## config.mk

```make
export PLATFORM = sky130hd
export DESIGN_NAME = tdm_demux_out_buffer
export DESIGN_NICKNAME = d
export VERILOG_FILES = /design/src/rtl/tdm_demux_out_buffer.sv
export SDC_FILE = /design/constraint.sdc
export NUM_CORES = 1
export LEC_CHECK = 0
export ABC_AREA = 1
export CAP_MARGIN = 20
export CELL_PAD_IN_SITES_DETAIL_PLACEMENT = 0
export CELL_PAD_IN_SITES_GLOBAL_PLACEMENT = 2
export CORE_UTILIZATION = 41
export CTS_CLUSTER_DIAMETER = 100
export DETAILED_ROUTE_END_ITERATION = 10
export GPL_TIMING_DRIVEN = 0
export PLACE_DENSITY_LB_ADDON = 0.2
export SETUP_SLACK_MARGIN = 0.3
export SLEW_MARGIN = 20
export SYNTH_ARGS = -nofsm -noshare
export SYNTH_HDL_FRONTEND = slang
export SYNTH_SLANG_ARGS = --single-unit
```

## constraint.sdc

```tcl
create_clock -name clk -period 3.8 [get_ports clk]
set_input_delay 0.76 -clock clk [delete_from_list [all_inputs] [get_ports clk]]
set_output_delay 0.76 -clock clk [all_outputs]
set_load 0.01 [all_outputs]
```

## src/rtl/tdm_demux_out_buffer.sv

```systemverilog
// De-interleaves a TDM product stream by slot into per-channel show-ahead FIFOs.
// Define TDM_DEMUX_OVF_CNT_EN to add per-channel 8-bit saturating overflow counters (ovf_cnt).
module tdm_demux_out_buffer #(
    parameter int DATA_WIDTH = 16,
    parameter int NUM_CH     = 2,
    parameter int FIFO_DEPTH = 8
) (
    input  logic                         clk,
    input  logic                         rst,
    input  logic                         in_valid,
    input  logic                         in_sof,
    input  logic [DATA_WIDTH-1:0]        in_data,
    output logic [NUM_CH-1:0]            out_valid,
    input  logic [NUM_CH-1:0]            out_ready,
    output logic [NUM_CH*DATA_WIDTH-1:0] out_data,
    output logic [NUM_CH-1:0]            ovf,
    output logic                         sync_err,
    output logic                         locked_o
`ifdef TDM_DEMUX_OVF_CNT_EN
    ,
    output logic [NUM_CH*8-1:0]          ovf_cnt
`endif
);

    localparam int SW = (NUM_CH > 2) ? $clog2(NUM_CH) : 1;
    localparam int PW = $clog2(FIFO_DEPTH);
    localparam int CW = PW + 1;

    localparam logic [0:0] ST_UNLOCKED = 1'b0;
    localparam logic [0:0] ST_LOCKED   = 1'b1;

    logic [0:0]    state, state_next;
    logic [SW-1:0] slot, slot_next;
    logic          wr_en;
    logic [SW-1:0] wr_ch;

    // An in_sof word always re-anchors the frame at slot 0, whether locked or not.
    always_comb begin
        state_next = state;
        slot_next  = slot;
        wr_en      = 1'b0;
        wr_ch      = '0;
        sync_err   = 1'b0;
        if (in_valid) begin
            if (in_sof) begin
                wr_en      = 1'b1;
                wr_ch      = '0;
                sync_err   = (state == ST_LOCKED) && (slot != '0);
                slot_next  = SW'(1);
                state_next = ST_LOCKED;
            end else if (state == ST_LOCKED) begin
                wr_en     = 1'b1;
                wr_ch     = slot;
                slot_next = (slot == SW'(NUM_CH - 1)) ? '0 : slot + SW'(1);
            end
        end
    end

    always_ff @(posedge clk or posedge rst) begin
        if (rst) begin
            state    <= ST_UNLOCKED;
            slot     <= '0;
            locked_o <= 1'b0;
        end else begin
            state    <= state_next;
            slot     <= slot_next;
            locked_o <= (state_next == ST_LOCKED);
        end
    end

    for (genvar c = 0; c < NUM_CH; c++) begin : g_ch
        logic [DATA_WIDTH-1:0] mem [FIFO_DEPTH];
        logic [PW-1:0]         rd_ptr, wr_ptr, rd_next;
        logic [CW-1:0]         count, count_next;
        logic                  wr, pop, push, full;
        logic                  valid_q;
        logic [DATA_WIDTH-1:0] data_q, head_next;

        assign wr   = wr_en && (wr_ch == SW'(c));
        assign pop  = valid_q && out_ready[c];
        assign full = (count == CW'(FIFO_DEPTH));
        assign push = wr && (!full || pop);

        assign ovf[c]                                = wr && full && !pop;
        assign out_valid[c]                          = valid_q;
        assign out_data[c*DATA_WIDTH +: DATA_WIDTH]  = data_q;

        // A word written into an otherwise-empty FIFO bypasses memory into the head register.
        always_comb begin
            count_next = count + CW'(push) - CW'(pop);
            rd_next    = rd_ptr + PW'(pop);
            head_next  = (push && (count == CW'(pop))) ? in_data : mem[rd_next];
        end

        always_ff @(posedge clk) begin
            if (push) mem[wr_ptr] <= in_data;
        end

        always_ff @(posedge clk or posedge rst) begin
            if (rst) begin
                rd_ptr  <= '0;
                wr_ptr  <= '0;
                count   <= '0;
                valid_q <= 1'b0;
                data_q  <= '0;
            end else begin
                if (push) wr_ptr <= wr_ptr + PW'(1);
                rd_ptr  <= rd_next;
                count   <= count_next;
                valid_q <= (count_next != '0);
                if (count_next != '0) data_q <= head_next;
            end
        end

`ifdef TDM_DEMUX_OVF_CNT_EN
        logic [7:0] cnt_q;

        always_ff @(posedge clk or posedge rst) begin
            if (rst) begin
                cnt_q <= '0;
            end else if (ovf[c] && (cnt_q != 8'hFF)) begin
                cnt_q <= cnt_q + 8'd1;
            end
        end

        assign ovf_cnt[c*8 +: 8] = cnt_q;
`endif
    end

endmodule
```

==> flow_summary.yaml, run 1 <==
critical_path:
  rr_worst_depth: 16
  cp-start-kind: "primary input"
  crit_type: "in -> reg"
  startpoint: "out_ready[0]"
  cp.required_ps: 4200
  crit_path_end: "g_ch[0].data_q[12]$_DFFE_PP0P_"
  end_kind: "flip-flop"
  r2r_end: "g_ch[1].data_q[1]$_DFFE_PP0P_"
  path_max_fanout: 10
  r2r_start: "g_ch[1].count[2]$_DFF_PP0_"
  cp_data_arrival_time_ps: 3640
  ff2ff_setup_slack_ps: 860
status:
  outcome: "completed"
cells_and_area:
  area_delta_synth_final_pct: 19.7
  fin_nets: 1304
  final_common_cell: "nand2_1"
  drive_above_1_share_pct: 12.1
  mostFrequentLayoutCells: "366 x nand2_1, 288 x nand3_1, 256 x edfxtp_1"
  num_antenna_cells: 0
  n_fill_cell: 2777
  fin_area_sq_mm: 0.0156
logic_synthesis:
  synthXorXnorAreaFrac_pct: 0.769
  synthAdderAreaFrac_pct: 1.84
  synth_nets: 1185
  synthCells: 1145
  synth_simple_gate_area_share_pct: 23.7
  syn_area_per_cell_sq_um: 11.4
  synth-seq-cells: 312
  netlist_area_sq_mm: 0.0130
  yosysWarnings: 0
  seq_area_frac_synth_pct: 69.8
  synth-compound-area-share_pct: 0.154
  synth_top_family_by_area: "simple AND/OR/NAND/NOR gates"
  muxShareOfSynthArea_pct: 0
  synth_cell_types: 28
power:
  netSwitchingPower_mw: 5.52
  power_frac_seq_pct: 33.0
  power_density_mw_per_mm2: 880
  p_leak_nw: 6.08
  clockPowerShare_pct: 23.9
  power_frac_comb_pct: 43.0
  power.internal_mw: 8.20
  swShare_pct: 40.2
  peakVddDrop_v: 0.000363
placement:
  gp_congestion: 0.799
  place_hpwl_microns: 23500
  numPortBuffers: 59
  preCtsSetupSlack_ps: -307
  dpl_cell_area_sq_mm: 0.0144
die:
  design.portCount: 60
  die-height_microns: 180
  initial_core_util_pct: 42.1
  die_x_microns: 180
  die_area_sq_mm: 0.0325
  num_rows: 64
  coreArea_sq_mm: 0.0309
cts:
  cts_buffers: 36
  cts_buffer_depth: 3
  clk_latency_ps: 510
  cts_sinks: 312
  path_clk_slew_ps: 50
  cts_root_buf: "clkbuf_16"
  htreeDepth: 2
  cts_tree: "built"
timing:
  post-route-period-util_pct: 85.4
  rsz0062_at_grt: "yes"
  setup_slack_ps: 555
  hold_violations: 0
  final-setup-viol-count: 0
  relSlewSlack_pct: 33.8
  slew_violations: 0
  fin_skew_ps: 8.61
  min_period_ps: 3250
  fmax_mhz: 308
  tightest_slew_ps: 990
routing:
  wl_per_cell_microns: 20.4
  drt-vias-per-instance: 5.16
  firstDrtPassIters: 6
  drc_errors: 0
  num_vias: 8708
  wl_microns: 34400
  drt_iter0_drc: 743
  ant_nets: 0
min_path:
  hold_start: "g_ch[1].data_q[5]$_DFFE_PP0P_"
  hp-class: "reg -> reg"
grt:
  grt_max_degree: 41
  track_usage_pct: 21.8
  grt_overflow: 0
  grt_pass1_vias: 8374
  grt_pass1_wl_microns: 52300
  grt_antenna_before_repair: 0
run:
  drv_cap: 0
==> repair_timing <==
| item | in CTS | in global routing |
|---|---|---|
| hold buffers | 0 | 0 |
| resized for setup | 1 | 12 |
| endpoints found under the setup margin | 10 | 33 |
| pin swaps | 1 | 2 |
| buffers inserted | 1 | 2 |
==> worst min-delay path by stage <==
stage | to | depth (start not counted)
3_5_place_dp | g_ch[1].data_q[10]$_DFFE_PP0P_ | 2
2_1_floorplan | g_ch[0].rd_ptr[1]$_DFF_PP0_ | 1
6_report | g_ch[1].data_q[5]$_DFFE_PP0P_ | 2
4_1_cts | g_ch[1].data_q[10]$_DFFE_PP0P_ | 2
5_1_grt | g_ch[1].data_q[0]$_DFFE_PP0P_ | 2
3_3_place_gp | g_ch[0].data_q[3]$_DFFE_PP0P_ | 2
==> synth_stat cells, drive strengths merged <==
cell type,instances,area (sq um)
nand2,369,1390
nand3,296,1520
edfxtp,256,7690
dfrtp,56,1400
inv,47,176
buf,40,235
nor2,21,104
clkbuf,18,77.6
ha,16,200
nor3,7,35.0
xor2,5,58.8
or2,4,25.0
xnor2,3,41.3
a21oi,2,10.0
fa,2,40.0
o21ai,2,10.0
nand4,1,6.26
==> power groups by stage <==
stage / clock network, mW / logic (mW) / registers, mW
detailed placement: 0 / 5.84 / 4.60
CTS: 3.35 / 5.86 / 4.54
global placement: 0 / 5.72 / 4.60
finish: 3.28 / 5.90 / 4.53
global route: 3.47 / 6.61 / 4.60
floorplan: 0 / 3.50 / 4.64
==> worst max-delay path, stage by stage <==
cell and delay (ps):
clkdlybuf4s50_1 480, nand2_1 130, nand2_1 110, nor2_1 70
nor2_4 160, buf_6 160, nand2_1 60, nand2_1 60
ha_1 160, inv_1 60, fa_1 500, inv_1 50
or2_0 210, nor2_2 150, nand3_4 130, clkbuf_8 200
nand3_1 110, nand2_1 60
==> layout make-up <==
cell class / instances / area, sq um / area share [%]
clock inverters: 11 / 87.6 / 0.562
well taps: 396 / 495 / 3.18
multi-input cells: 728 / 3520 / 22.6
plain buffers: 58 / 325 / 2.09
clock buffers: 53 / 1040 / 6.65
repair buffers: 81 / 847 / 5.44
inverters: 47 / 184 / 1.18
flip-flops and latches: 312 / 9090 / 58.3
==> stage by stage <==
stage / power (mW) / utilization, % / hold slack, ps / TNS (ps) / cells
6_report: 13.7 / 50.4 / 477 / 0 / 1686
3_3_place_gp: 10.3 / 45.6 / 465 / -65540 / 1600
3_5_place_dp: 10.4 / 46.6 / 468 / -5700 / 1619
2_1_floorplan: 8.15 / - / 472 / 0 / 1145
5_1_grt: 14.7 / 50.4 / 508 / 0 / 1686
4_1_cts: 13.7 / 50.2 / 483 / 0 / 1684
==> per-layer routing <==
| metal | global-route usage, % | wire length, microns | up-vias |
|---|---|---|---|
| met5 | 0 | 0 | - |
| met4 | 6.56 | 860 | 0 |
| met3 | 3.72 | 2430 | 52 |
| met2 | 32.2 | 14900 | 297 |
| met1 | 32.9 | 16200 | 4160 |
| li1 | - | - | 4199 |
==> registers in the layout (all words and copies together), names as in the netlist <==
name          cells
g_ch.data_q      32
g_ch.count        8
g_ch.mem        256
g_ch.valid_q      2
g_ch.wr_ptr       6
state             1
slot              1
g_ch.rd_ptr       6
==> logic make-up after synthesis <==
kind of cell,count (synthesis)
simple gates,698
flops,312
buf+inv,105
fa+ha+maj,18
xor+xnor,8
compound gates,4
Power figures use the tool's default switching activity.
==> run 2: changes to the inputs <==
==> constraint.sdc (replaced) <==
create_clock -name clk -period 3 [get_ports clk]
set_input_delay 0.6 -clock clk [delete_from_list [all_inputs] [get_ports clk]]
set_output_delay 0.6 -clock clk [all_outputs]
set_load 0.01 [all_outputs]
==> run 2 against run 1 <==
Net effect:
- worst setup slack got worse by 220 ps
- sequential cell count unchanged
- clock power increased by 27%
- critical endpoint is now g_ch[0].data_q[4]$_DFFE_PP0P_
- largest cell class unchanged
- highest routed layer unchanged
==> flow_summary.yaml, run 2 (same netlist as run 1, synthesis figures left out) <==
critical_path:
  path_max_fanout: 5
  cp-start-kind: "flip-flop"
  r2r_start: "g_ch[0].count[3]$_DFF_PP0_"
  crit_path_end: "g_ch[0].data_q[4]$_DFFE_PP0P_"
  rr_worst_depth: 18
  cp.depth: 18
  r2r_end: "g_ch[0].data_q[4]$_DFFE_PP0P_"
  slowest_stage: "fa_1"
  cp_data_arrival_time_ps: 3110
  crit_top_cell: "nand2_4"
  cp.required_ps: 3440
  cp_top_family: "simple AND/OR/NAND/NOR gates"
  crit_type: "reg -> reg"
  startpoint: "g_ch[0].count[3]$_DFF_PP0_"
  cp_num_buf_inv: 5
  ff2ff_setup_slack_ps: 340
  max_stage_delay_ps: 500
  end_kind: "flip-flop"
  crit_chain: "ha_4, nand2_4, nor2_4, nor2_4, buf_6, nand2_4, nand2_4, ha_4, inv_2, fa_1, inv_2, or2_1, nor2_2, nand3_4, inv_4, buf_6, nand2_2, nand2_1"
cells_and_area:
  fin_cells: 1709
  num_antenna_cells: 0
  multi_input_area_sq_mm: 0.00392
  top_regs: "g_ch.mem: 256 flops, g_ch.data_q: 32 flops, g_ch.count: 8 flops"
  top_register: "g_ch.mem"
  drive_above_1_share_pct: 19.6
  final_common_cell: "nand2_1"
  register_area_sq_mm: 0.00909
  area_delta_synth_final_pct: 24.6
  fin_area_sq_mm: 0.0162
  largest_reg_flops: 256
  n_fill_cell: 2707
  fin_nets: 1328
  mostFrequentLayoutCells: "326 x nand2_1, 263 x nand3_1, 256 x edfxtp_1"
grt:
  grt_antenna_before_repair: 0
  grt.busiest_layer: "met1"
  met3_usage_pct: 3.58
  use_met2_pct: 32.7
  grt_max_degree: 36
  grt_pass1_wl_microns: 53300
  track_usage_pct: 22.3
  grt_overflow: 0
  grt_pass1_vias: 8486
  met1_usage_pct: 33.8
cts:
  cts_buffer_depth: 3
  cts_sinks: 312
  htreeDepth: 2
  cts_tree: "built"
  path_clk_slew_ps: 60
  ctsHoldBuffers: 0
  clk_latency_ps: 510
  cts_buffers: 36
  cts_root_buf: "clkbuf_16"
power:
  power.internal_mw: 11.0
  power_density_mw_per_mm2: 1130
  p_leak_nw: 6.41
  swShare_pct: 40.2
  netSwitchingPower_mw: 7.41
  power_frac_seq_pct: 31.7
  clockPowerShare_pct: 22.7
  power_frac_comb_pct: 45.6
  peakVddDrop_v: 0.000433
  p_total_mw: 18.4
timing:
  rsz0062_at_grt: "yes"
  fmax_mhz: 375
  relSlewSlack_pct: 31.8
  hold_violations: 0
  final-setup-viol-count: 0
  slew_violations: 0
  post-route-period-util_pct: 88.8
  min_period_ps: 2660
  tightest_slew_ps: 1020
  fin_skew_ps: 12.5
routing:
  drc_errors: 0
  wl_microns: 35300
  drt-vias-per-instance: 5.15
  num_vias: 8798
  ant_nets: 0
  firstDrtPassIters: 5
  wl_per_cell_microns: 20.7
  drt_iter0_drc: 750
placement:
  place_hpwl_microns: 23200
  dpl_cell_area_sq_mm: 0.0144
  placed_cells: 1613
  gp_congestion: 0.809
  numPortBuffers: 59
die:
  num_rows: 64
  die-height_microns: 180
  die_area_sq_mm: 0.0325
  die_x_microns: 180
  initial_core_util_pct: 42.1
  coreArea_sq_mm: 0.0309
  design.portCount: 60
status:
  outcome: "completed"
min_path:
  hp-class: "in -> async"
run:
  drv_cap: 0
run 2: changes by cell type in the layout (fill, tap and decap cells not counted), moves of 10 or more:
cell,previous run,this run
nand2_2,3,30
nand3_1,288,263
nand2_1,366,326
buf_6,15,25
nand3_2,6,30
nand2_4,0,12
buf_4,11,24
run 2: final cells by class:
class / count / share of cell area, %
Inverter: 47 / 1.13
Multi-Input combinational cell: 728 / 24.1
Buffer: 58 / 2.16
Clock inverter: 17 / 0.987
Clock buffer: 46 / 5.91
Timing Repair Buffer: 105 / 6.58
Sequential cell: 312 / 56.0
Tap cell: 396 / 3.05
run 2: worst reg2reg max path: stages (launching register included):
cell     delay (ps)
dfrtp_1         410
ha_4            170
nand2_4          60
nor2_4           40
nor2_4          120
buf_6           120
nand2_4          50
nand2_4          50
ha_4            130
inv_2            30
fa_1            500
inv_2            50
or2_1           220
nor2_2          130
nand3_4         150
inv_4           130
buf_6           140
nand2_2          50
nand2_1          60
run 2: worst min-delay path by stage:
stage                                              start                             end  slack, ps
after CTS                                            rst      g_ch[1].count[3]$_DFF_PP0_        410
final                                                rst      g_ch[1].count[3]$_DFF_PP0_        410
after detailed placement  g_ch[1].data_q[14]$_DFFE_PP0P_  g_ch[1].data_q[14]$_DFFE_PP0P_        470
after floorplan              g_ch[0].rd_ptr[1]$_DFF_PP0_     g_ch[0].rd_ptr[1]$_DFF_PP0_        470
after global routing                                 rst      g_ch[1].count[3]$_DFF_PP0_        450
after global placement     g_ch[0].data_q[3]$_DFFE_PP0P_   g_ch[0].data_q[3]$_DFFE_PP0P_        460
run 2: metrics by stage:
stage | util, % | hold WS, ps | setup TNS [ps] | setup slack (ps)
floorplan | - | 472 | 0 | 174
global placement | 46.0 | 457 | -229420 | -1480
detailed placement | 46.6 | 468 | -57820 | -927
CTS | 51.4 | 409 | 0 | 263
global route | 52.5 | 446 | 0 | 191
finish | 52.5 | 409 | 0 | 336
run 2: metal layers:
metal	share of wire, %	vias to the layer above
met5	0	-
met4	2.5	0
met3	5.2	44
met2	43	229
met1	49	4261
li1	-	4264
run 2: power by group through the flow:
stage                     Clock, mW  Sequential, mW  Combinational (mW)
final                          4.18            5.83                8.39
after global routing           4.42            5.90                9.23
after CTS                      4.25            5.78                7.99
after detailed placement          0            5.86                7.46
after global placement            0            5.86                7.33
after floorplan                   0            5.89                4.52
run 2: repair_timing:
action | 4_1_cts | 5_1_grt
buffers inserted | 25 | 4
cloned | 3 | 1
endpoints found under the setup margin | 85 | 85
resized for setup | 41 | 77
pin swaps | 22 | 44
==> run 3: changes to the inputs <==
--- a/config.mk
+++ b/config.mk
@@ -19,3 +19,4 @@
 export SYNTH_ARGS = -nofsm -noshare
 export SYNTH_HDL_FRONTEND = slang
 export SYNTH_SLANG_ARGS = --single-unit
+export TNS_END_PERCENT = 10
==> run 3 against run 2 <==
Net effect:
- non-clock buffer count down 7
- first-iteration DRC count down 5.3%
- via count rose by 0.66%
- final area down 2.2%
- sequential power decreased by 0.7%
- global-route usage up 0.076 points
- cell count fell by 0.47%
==> flow_summary.yaml, run 3 (same netlist as run 1, synthesis figures left out) <==
cts:
  cts_buffer_depth: 3
  cts_root_buf: "clkbuf_16"
  cts_sinks: 312
  cts_tree: "built"
  clk_latency_ps: 520
  path_clk_slew_ps: 60
  cts_buffers: 35
  htreeDepth: 2
timing:
  setup_slack_ps: 280
  hold_violations: 0
  min_period_ps: 2720
  post-route-period-util_pct: 90.7
  fmax_mhz: 368
  relSlewSlack_pct: 30.6
  fin_skew_ps: 22.2
  rsz0062_at_grt: "yes"
  slew_violations: 0
  tightest_slew_ps: 1040
  setup_tns_ps: 0
  final-setup-viol-count: 0
routing:
  num_vias: 8856
  ant_nets: 0
  firstDrtPassIters: 9
  drt-vias-per-instance: 5.21
  drt-met1-wl_microns: 16900
  wl_microns: 35500
  maxUsedRoutingLayer: "met4"
  wl_per_cell_microns: 20.9
  wl_met2_microns: 15500
  route.met3.wl_microns: 2380
  drt_iter0_drc: 710
  drc_errors: 0
cells_and_area:
  n_fill_cell: 2771
  area_delta_synth_final_pct: 21.8
  top_regs: "g_ch.mem: 256 flops, g_ch.data_q: 32 flops, g_ch.count: 8 flops"
  largest_reg_flops: 256
  mostFrequentLayoutCells: "353 x nand2_1, 279 x nand3_1, 256 x edfxtp_1"
  fin_nets: 1320
  final_common_cell: "nand2_1"
  fin_cells: 1701
  drive_above_1_share_pct: 15.6
  num_antenna_cells: 0
  top_register: "g_ch.mem"
critical_path:
  slowest_stage: "clkdlybuf4s50_1"
  crit_chain: "inv_2, ha_4, nand2_4, buf_4, buf_4, nor3_1, clkdlybuf4s50_1"
  cp_data_arrival_time_ps: 2120
  end_kind: "output port"
  max_stage_delay_ps: 560
  cp-start-kind: "flip-flop"
  path_max_fanout: 3
  cp.required_ps: 2400
  crit_top_cell: "buf_4"
  crit_type: "reg -> out"
placement:
  place_hpwl_microns: 23600
  gp_congestion: 0.810
  placed_cells: 1616
  numPortBuffers: 59
  preCtsSetupSlack_ps: -972
grt:
  grt_pass1_vias: 8567
  grt_antenna_before_repair: 0
  grt_pass1_wl_microns: 53500
  track_usage_pct: 22.4
  grt_max_degree: 40
  grt_overflow: 0
power:
  peakVddDrop_v: 0.000475
  p_total_mw: 17.7
  power_density_mw_per_mm2: 1110
  p_leak_nw: 6.21
die:
  initial_core_util_pct: 42.1
  coreArea_sq_mm: 0.0309
  die_x_microns: 180
  num_rows: 64
  design.portCount: 60
  die-height_microns: 180
  die_area_sq_mm: 0.0325
status:
  outcome: "completed"
run:
  drv_cap: 0
min_path:
  hp-class: "in -> async"
-- run 3: through the flow --
step | util (%) | cell area (sq um) | hold slack, ps
floorplan | - | 13100 | 472
finish | 51.3 | 15900 | 389
CTS | 50.9 | 15700 | 378
global route | 51.3 | 15900 | 404
global placement | 45.9 | 14200 | 457
detailed placement | 46.8 | 14500 | 469
-- run 3: cell type report --
class | instances | area (sq um) | area share, %
clock buffer | 49 | 970 | 6.11
tap | 396 | 495 | 3.12
clock inverter | 13 | 75.1 | 0.473
buffer | 58 | 348 | 2.19
timing repair buffer | 98 | 1000 | 6.31
inverter | 47 | 186 | 1.18
sequential | 312 | 9090 | 57.3
multi-input combinational | 728 | 3700 | 23.3
-- run 3: worst paths after layout --
kind,from,depth (start not counted),endpoint,slack (ps)
max,g_ch[0].count[2]$_DFF_PP0_,7,ovf[0],280
min,rst,2,state$_DFFE_PP0P_,390
max reg2reg,g_ch[0].count[3]$_DFF_PP0_,17,g_ch[0].data_q[13]$_DFFE_PP0P_,280
min reg2reg,g_ch[1].data_q[12]$_DFFE_PP0P_,2,g_ch[1].data_q[12]$_DFFE_PP0P_,480
max in group asynchronous,rst,3,g_ch[1].data_q[0]$_DFFE_PP0P_,2110
min in group clk,g_ch[1].data_q[12]$_DFFE_PP0P_,2,g_ch[1].data_q[12]$_DFFE_PP0P_,480
-- run 3: where the power goes --
part	internal (mW)	total (mW)	leakage [nW]	switching [mW]
clock	2.26	3.96	0.516	1.70
sequential	5.45	5.79	2.97	0.340
combinational	2.77	7.93	2.73	5.16
total	10.5	17.7	6.21	7.20
-- run 3: timing repair --
item	in CTS	in global routing
setup endpoints to repair	79	69
gates resized for setup	31	21
hold buffers	0	0
buffers inserted	15	4
pin swaps	11	11
gates cloned	3	1
-- run 3: critical path, delay by kind of cell (launching register included) --
kind	cells	cell delay, ps
flip-flops	1	370
AND/OR/NAND/NOR	2	220
adder cells (fa/ha/maj)	1	140
buffers and inverters	4	890
-- run 3: routing by layer --
metal / GRT usage (%) / vias up
li1: - / 4233
met1: 33.9 / 4292
met2: 33.2 / 279
met3: 3.86 / 52
met4: 5.81 / 0
met5: 0 / -
